**src/rtl/cache_controller.sv**
```systemverilog
// Direct-mapped read-only cache controller: 1024 lines x 4 words, 3-bit tag, line fill from word memory.
// Define CACHE_HIT_COUNTER_EN to add the saturating hitCount/missCount statistics outputs.
module cache_controller (
  input  logic        clk,
  input  logic        rst,
  input  logic        cpuRead,
  input  logic [14:0] cpuAddr,
  output logic        cpuReady,
  output logic [31:0] cpuData,
  output logic [9:0]  indx,
  output logic [2:0]  TagIn,
  input  logic        valid,
  input  logic [2:0]  TagOut,
  input  logic [31:0] writeData0,
  input  logic [31:0] writeData1,
  input  logic [31:0] writeData2,
  input  logic [31:0] writeData3,
  output logic        cacheWrite,
  output logic [31:0] cacheWriteData0,
  output logic [31:0] cacheWriteData1,
  output logic [31:0] cacheWriteData2,
  output logic [31:0] cacheWriteData3,
  output logic        memRead,
  output logic [14:0] memAddr,
  input  logic        memReady,
  input  logic [31:0] memData
`ifdef CACHE_HIT_COUNTER_EN
  ,
  output logic [15:0] hitCount,
  output logic [15:0] missCount
`endif
);

  localparam int unsigned AddrW  = 15;
  localparam int unsigned DataW  = 32;
  localparam int unsigned CntW   = 2;
  localparam int unsigned NWords = 4;

  typedef enum logic [1:0] {IDLE, COMPARE, FETCH, FILL} stateType;

  stateType          state;
  logic [AddrW-1:0]  addrLatch;
  logic [CntW-1:0]   wordCnt;
  logic [CntW-1:0]   nextCnt;
  logic [DataW-1:0]  fillBuf [NWords];
  logic              hit;
  logic [DataW-1:0]  hitWord;

  assign indx    = addrLatch[11:2];
  assign TagIn   = addrLatch[14:12];
  assign hit     = valid && (TagOut == addrLatch[14:12]);
  assign nextCnt = wordCnt + CntW'(1);

  assign cacheWriteData0 = fillBuf[0];
  assign cacheWriteData1 = fillBuf[1];
  assign cacheWriteData2 = fillBuf[2];
  assign cacheWriteData3 = fillBuf[3];

  // Select the requested word out of the line read back from the cache
  always_comb begin
    hitWord = writeData0;
    case (addrLatch[1:0])
      2'd0:    hitWord = writeData0;
      2'd1:    hitWord = writeData1;
      2'd2:    hitWord = writeData2;
      default: hitWord = writeData3;
    endcase
  end

  always_ff @(posedge clk) begin
    if (rst) begin
      state      <= IDLE;
      addrLatch  <= '0;
      wordCnt    <= '0;
      cpuReady   <= 1'b0;
      cpuData    <= '0;
      cacheWrite <= 1'b0;
      memRead    <= 1'b0;
      memAddr    <= '0;
      for (int i = 0; i < int'(NWords); i++) fillBuf[i] <= '0;
    end else begin
      cpuReady   <= 1'b0;
      cacheWrite <= 1'b0;
      case (state)
        IDLE: begin
          if (cpuRead) begin
            addrLatch <= cpuAddr;
            state     <= COMPARE;
          end
        end
        COMPARE: begin
          if (hit) begin
            cpuReady <= 1'b1;
            cpuData  <= hitWord;
            state    <= IDLE;
          end else begin
            wordCnt <= '0;
            memRead <= 1'b1;
            memAddr <= {addrLatch[14:2], 2'b00};
            state   <= FETCH;
          end
        end
        FETCH: begin
          if (memReady) begin
            fillBuf[wordCnt] <= memData;
            if (wordCnt == CntW'(3)) begin
              memRead    <= 1'b0;
              cacheWrite <= 1'b1;
              state      <= FILL;
            end else begin
              wordCnt <= nextCnt;
              memAddr <= {addrLatch[14:2], nextCnt};
            end
          end
        end
        FILL: begin
          // Line written this cycle; recheck so the read completes as an ordinary hit
          wordCnt <= '0;
          state   <= COMPARE;
        end
        default: state <= IDLE;
      endcase
    end
  end

`ifdef CACHE_HIT_COUNTER_EN
  logic filledThisReq;

  // Hits that needed a fill first are not counted as hits
  always_ff @(posedge clk) begin
    if (rst) begin
      filledThisReq <= 1'b0;
      hitCount      <= '0;
      missCount     <= '0;
    end else begin
      if (state == FILL) filledThisReq <= 1'b1;
      else if (state == IDLE) filledThisReq <= 1'b0;
      if (state == COMPARE && hit && !filledThisReq && hitCount != 16'hFFFF)
        hitCount <= hitCount + 16'd1;
      if (state == COMPARE && !hit && missCount != 16'hFFFF)
        missCount <= missCount + 16'd1;
    end
  end
`endif

endmodule
```
**config.mk**
```make
export PLATFORM = sky130hd
export DESIGN_NAME = cache_controller
export DESIGN_NICKNAME = d
export VERILOG_FILES = /design/src/rtl/cache_controller.sv
export SDC_FILE = /design/constraint.sdc
export NUM_CORES = 1
export LEC_CHECK = 0
export CORE_ASPECT_RATIO = 0.7
export CORE_MARGIN = 10
export CORE_UTILIZATION = 35
export CTS_CLUSTER_DIAMETER = 80
export DETAILED_ROUTE_END_ITERATION = 10
export GPL_TIMING_DRIVEN = 0
export PLACE_DENSITY = 0.81
export SYNTH_ARGS = -nofsm -noshare
export SYNTH_HDL_FRONTEND = slang
export SYNTH_SLANG_ARGS = --single-unit
```
**constraint.sdc**
```tcl
create_clock -name clk -period 6.6 [get_ports clk]
set_clock_uncertainty 0.15 [all_clocks]
set_input_delay 1.32 -clock clk [delete_from_list [all_inputs] [get_ports clk]]
set_output_delay 1.32 -clock clk [all_outputs]
set_load 0.005 [all_outputs]
```
==> results.py <==
metrics = {
    "worst_setup_path": {
        "cp_data_arrival_time_ns": 3.61,
        "cp.required_ns": 6.49,
        "path_class": "input port to flop",
        "cpPeakStageDelay_ns": 0.80,
        "critPathLaunchType": "input port",
        "worstPathCellList": "clkdlybuf4s50_1 -> inv_2 -> or3_4 -> nor3b_4 -> or2_2",
        "crit_family": "simple AND/OR/NAND/NOR gates",
        "path_max_fanout": 32,
        "critPathCaptureType": "flop",
        "path_buf_inv": 2,
        "cp_slowest_cell": "or2_2",
    },
    "global_routing": {
        "antenna_found_initial": 0,
        "use_met2_pct": 31.5,
        "grt_pass1_vias": 6891,
        "grt_max_degree": 33,
        "grt_pass1_wl_um": 40900,
        "gr-max-usage-layer": "met2",
        "grt_use_total_pct": 17.6,
        "grt_util_met1_pct": 18.6,
        "overflow": 0,
        "gr-usage-met3_pct": 7.42,
    },
    "power_and_ir_drop": {
        "clockPowerShare_pct": 36.9,
        "swShare_pct": 24.8,
        "p_int_mw": 2.12,
        "power_density_mw_per_mm2": 215,
        "p_sw_uw": 698,
        "seqPwrFrac_pct": 48.9,
        "peakVddDrop_v": 0.000174,
        "power_leakage_nw": 4.69,
        "power_mw": 2.81,
        "comb_power_share_pct": 14.2,
    },
    "clocking": {
        "post_cts_buffers": 0,
        "cts_buffers": 17,
        "max-clock-path-buffers": 2,
        "clk_latency_ns": 0.42,
        "htreeDepth": 4,
        "cts-root-buf": "clkbuf_16",
        "clock_sinks": 197,
        "cts_tree": "done",
        "cts_resized": 0,
        "clkTransAtPathRegs_ns": 0.08,
        "holdBufCountCts": 0,
    },
    "yosys": {
        "synth_compound_area_share_pct": 3.44,
        "synth_mux_area_share_pct": 10.8,
        "synth_top_area_share_pct": 45.9,
        "synth_top_family_by_area": "simple AND/OR/NAND/NOR gates",
        "syn_avg_cell_area_um2": 13.0,
        "synth_nets": 835,
        "async_reset_ff_share_pct": 0,
        "yosys_most_used_dff": "edfxtp_1",
        "syn_area_mm2": 0.00837,
        "synth_area_leaders": "edfxtp_1 46%, dfxtp_1 16%, and2_1 9.8%, mux4_2 8.6%, nand2_1 4.3%",
        "synth-xor-area-share_pct": 0.314,
        "synth.distinct_cells": 35,
        "netlist_instances": 646,
        "synth.largest_area_cell": "edfxtp_1",
        "synth_simple_gate_area_share_pct": 18.2,
        "synth_fa_ha_area_share_pct": 0.897,
        "yosysWarnings": 0,
        "ys_seq_elements": 197,
        "synthTopCellsByCount": "131 x and2_1, 128 x edfxtp_1, 96 x nand2_1, 69 x dfxtp_1, 48 x a21oi_1",
        "synth_edf_count": 128,
        "yosysSeqAreaShare_pct": 62.4,
        "synth_most_common_cell": "and2_1",
    },
    "detailed_routing": {
        "vias_per_cell": 4.70,
        "drt_first_iter_violations": 253,
        "routed_wl_um": 27600,
        "firstDrtPassIters": 4,
        "route.detailed.drc": 0,
        "antenna_left": 0,
        "wl_per_cell_um": 20.2,
        "vias": 6430,
    },
    "floorplanning": {
        "die_area_mm2": 0.0306,
        "core_mm2": 0.0236,
        "io_pins": 374,
        "die_x_um": 205,
        "rows": 47,
        "die_h_um": 149,
        "initial_core_util_pct": 35.5,
    },
    "final_layout": {
        "multi_input_area_mm2": 0.00281,
        "fin_util_pct": 55.5,
        "fin_nets": 1226,
        "area_growth_pct": 56.4,
        "insertedDiodeCount": 0,
        "n_fill_cell": 1970,
        "regArea_mm2": 0.00523,
        "drive_gt1_share_pct": 9.81,
    },
    "timing": {
        "slew_headroom_pct": 31.5,
        "min_period_over_period_pct": 56.2,
        "setup_viol": 0,
        "hold_viol": 0,
        "hold-worst-slack_ns": 0.304,
        "finalCriticalPeriod_ns": 3.71,
        "rsz0062_at_grt": "false",
        "setup_tns_ns": 0,
        "clock.fmax_mhz": 269,
        "worst_slew_pin_slew_ns": 1.02,
        "slew_violations": 0,
    },
    "outcome": {
        "outcome": "finished clean",
    },
    "worst_hold_path": {
        "hold_class": "flop to flop",
    },
    "flow_run": {
        "drv_cap": 0,
    },
    "place": {
        "portBuffers": 372,
        "dp_hpwl_um": 22100,
        "gp_congestion": 0.846,
    },
}
[cells by family after synthesis]
logic type	count (synthesis)
AOI/OAI and AO/OA	54
muxes	50
xor gates and xnor gates	3
buffers and inverters	60
and+or+nand+nor	276
adders and majority gates	6
DFF	197
[worst register-to-register path, stage by stage (launching register included)]
cell	delay (ns)
dfxtp_1	0.35
inv_1	0.11
ha_1	0.32
inv_2	0.10
or3_4	0.39
nor3b_4	0.42
or2_2	0.80
[sequential cells by signal, indices dropped and copies added, names as in the netlist]
name        count
fillBuf       128
cpuData        32
cpuReady        1
wordCnt         2
cacheWrite      1
memAddr        15
state           2
memRead         1
addrLatch      15
[path summary, 6_finish.rpt]
check,end,depth (start not counted),slack (ns),from
max,fillBuf[1][25],5,2.89,memReady
min,cpuData[28],2,0.30,cpuData[28]
max reg2reg,fillBuf[1][25],6,3.58,state[0]
min reg2reg,cpuData[28],2,0.30,cpuData[28]
[cell type report]
class                   count  area share (%)
well taps                 318            3.04
repair buffers            372            28.4
flip-flops and latches    197            39.9
clock inverters            15            1.31
multi-input cells         389            21.5
clock buffers              17            3.25
inverters                   4           0.115
plain buffers              56            2.45
[cells in the final DEF, fill, tap and decap left out, types with 4 or more instances in the layout]
master and instances:
clkdlybuf4s50_1 372, and2_1 131, edfxtp_1 128, nand2_1 96
dfxtp_1 69, a21oi_1 48, mux4_2 32, nand2b_1 30
clkbuf_1 23, mux2i_1 18, clkbuf_16 17, buf_4 14
buf_2 7, buf_6 6, ha_1 6, clkinv_8 4
[power groups by stage]
stage	clock (mW)	combinational, mW	sequential [mW]
after CTS	1.06	0.406	1.38
after global routing	1.11	0.429	1.38
after detailed placement	0	0.405	1.40
final	1.04	0.400	1.38
after global placement	0	0.399	1.40
after floorplan	0	0.151	1.40
[layer usage]
| metal | share of wire (%) | wire [um] | up-vias |
|---|---|---|---|
| li1 | - | - | 3018 |
| met2 | 51 | 14100 | 274 |
| met5 | 0 | 0 | - |
| met1 | 37 | 10200 | 3115 |
| met4 | 1.8 | 485 | 0 |
| met3 | 11 | 2920 | 23 |
[stage by stage]
stage / instance area [um2] / setup slack [ns] / cells
after floorplan: 8370 / 3.36 / 646
after global placement: 12500 / 2.36 / 1336
after detailed placement: 12500 / 2.40 / 1336
after CTS: 13100 / 2.85 / 1368
after global routing: 13100 / 2.72 / 1368
final: 13100 / 2.89 / 1368
No activity file was read; power rests on OpenSTA's default activity.
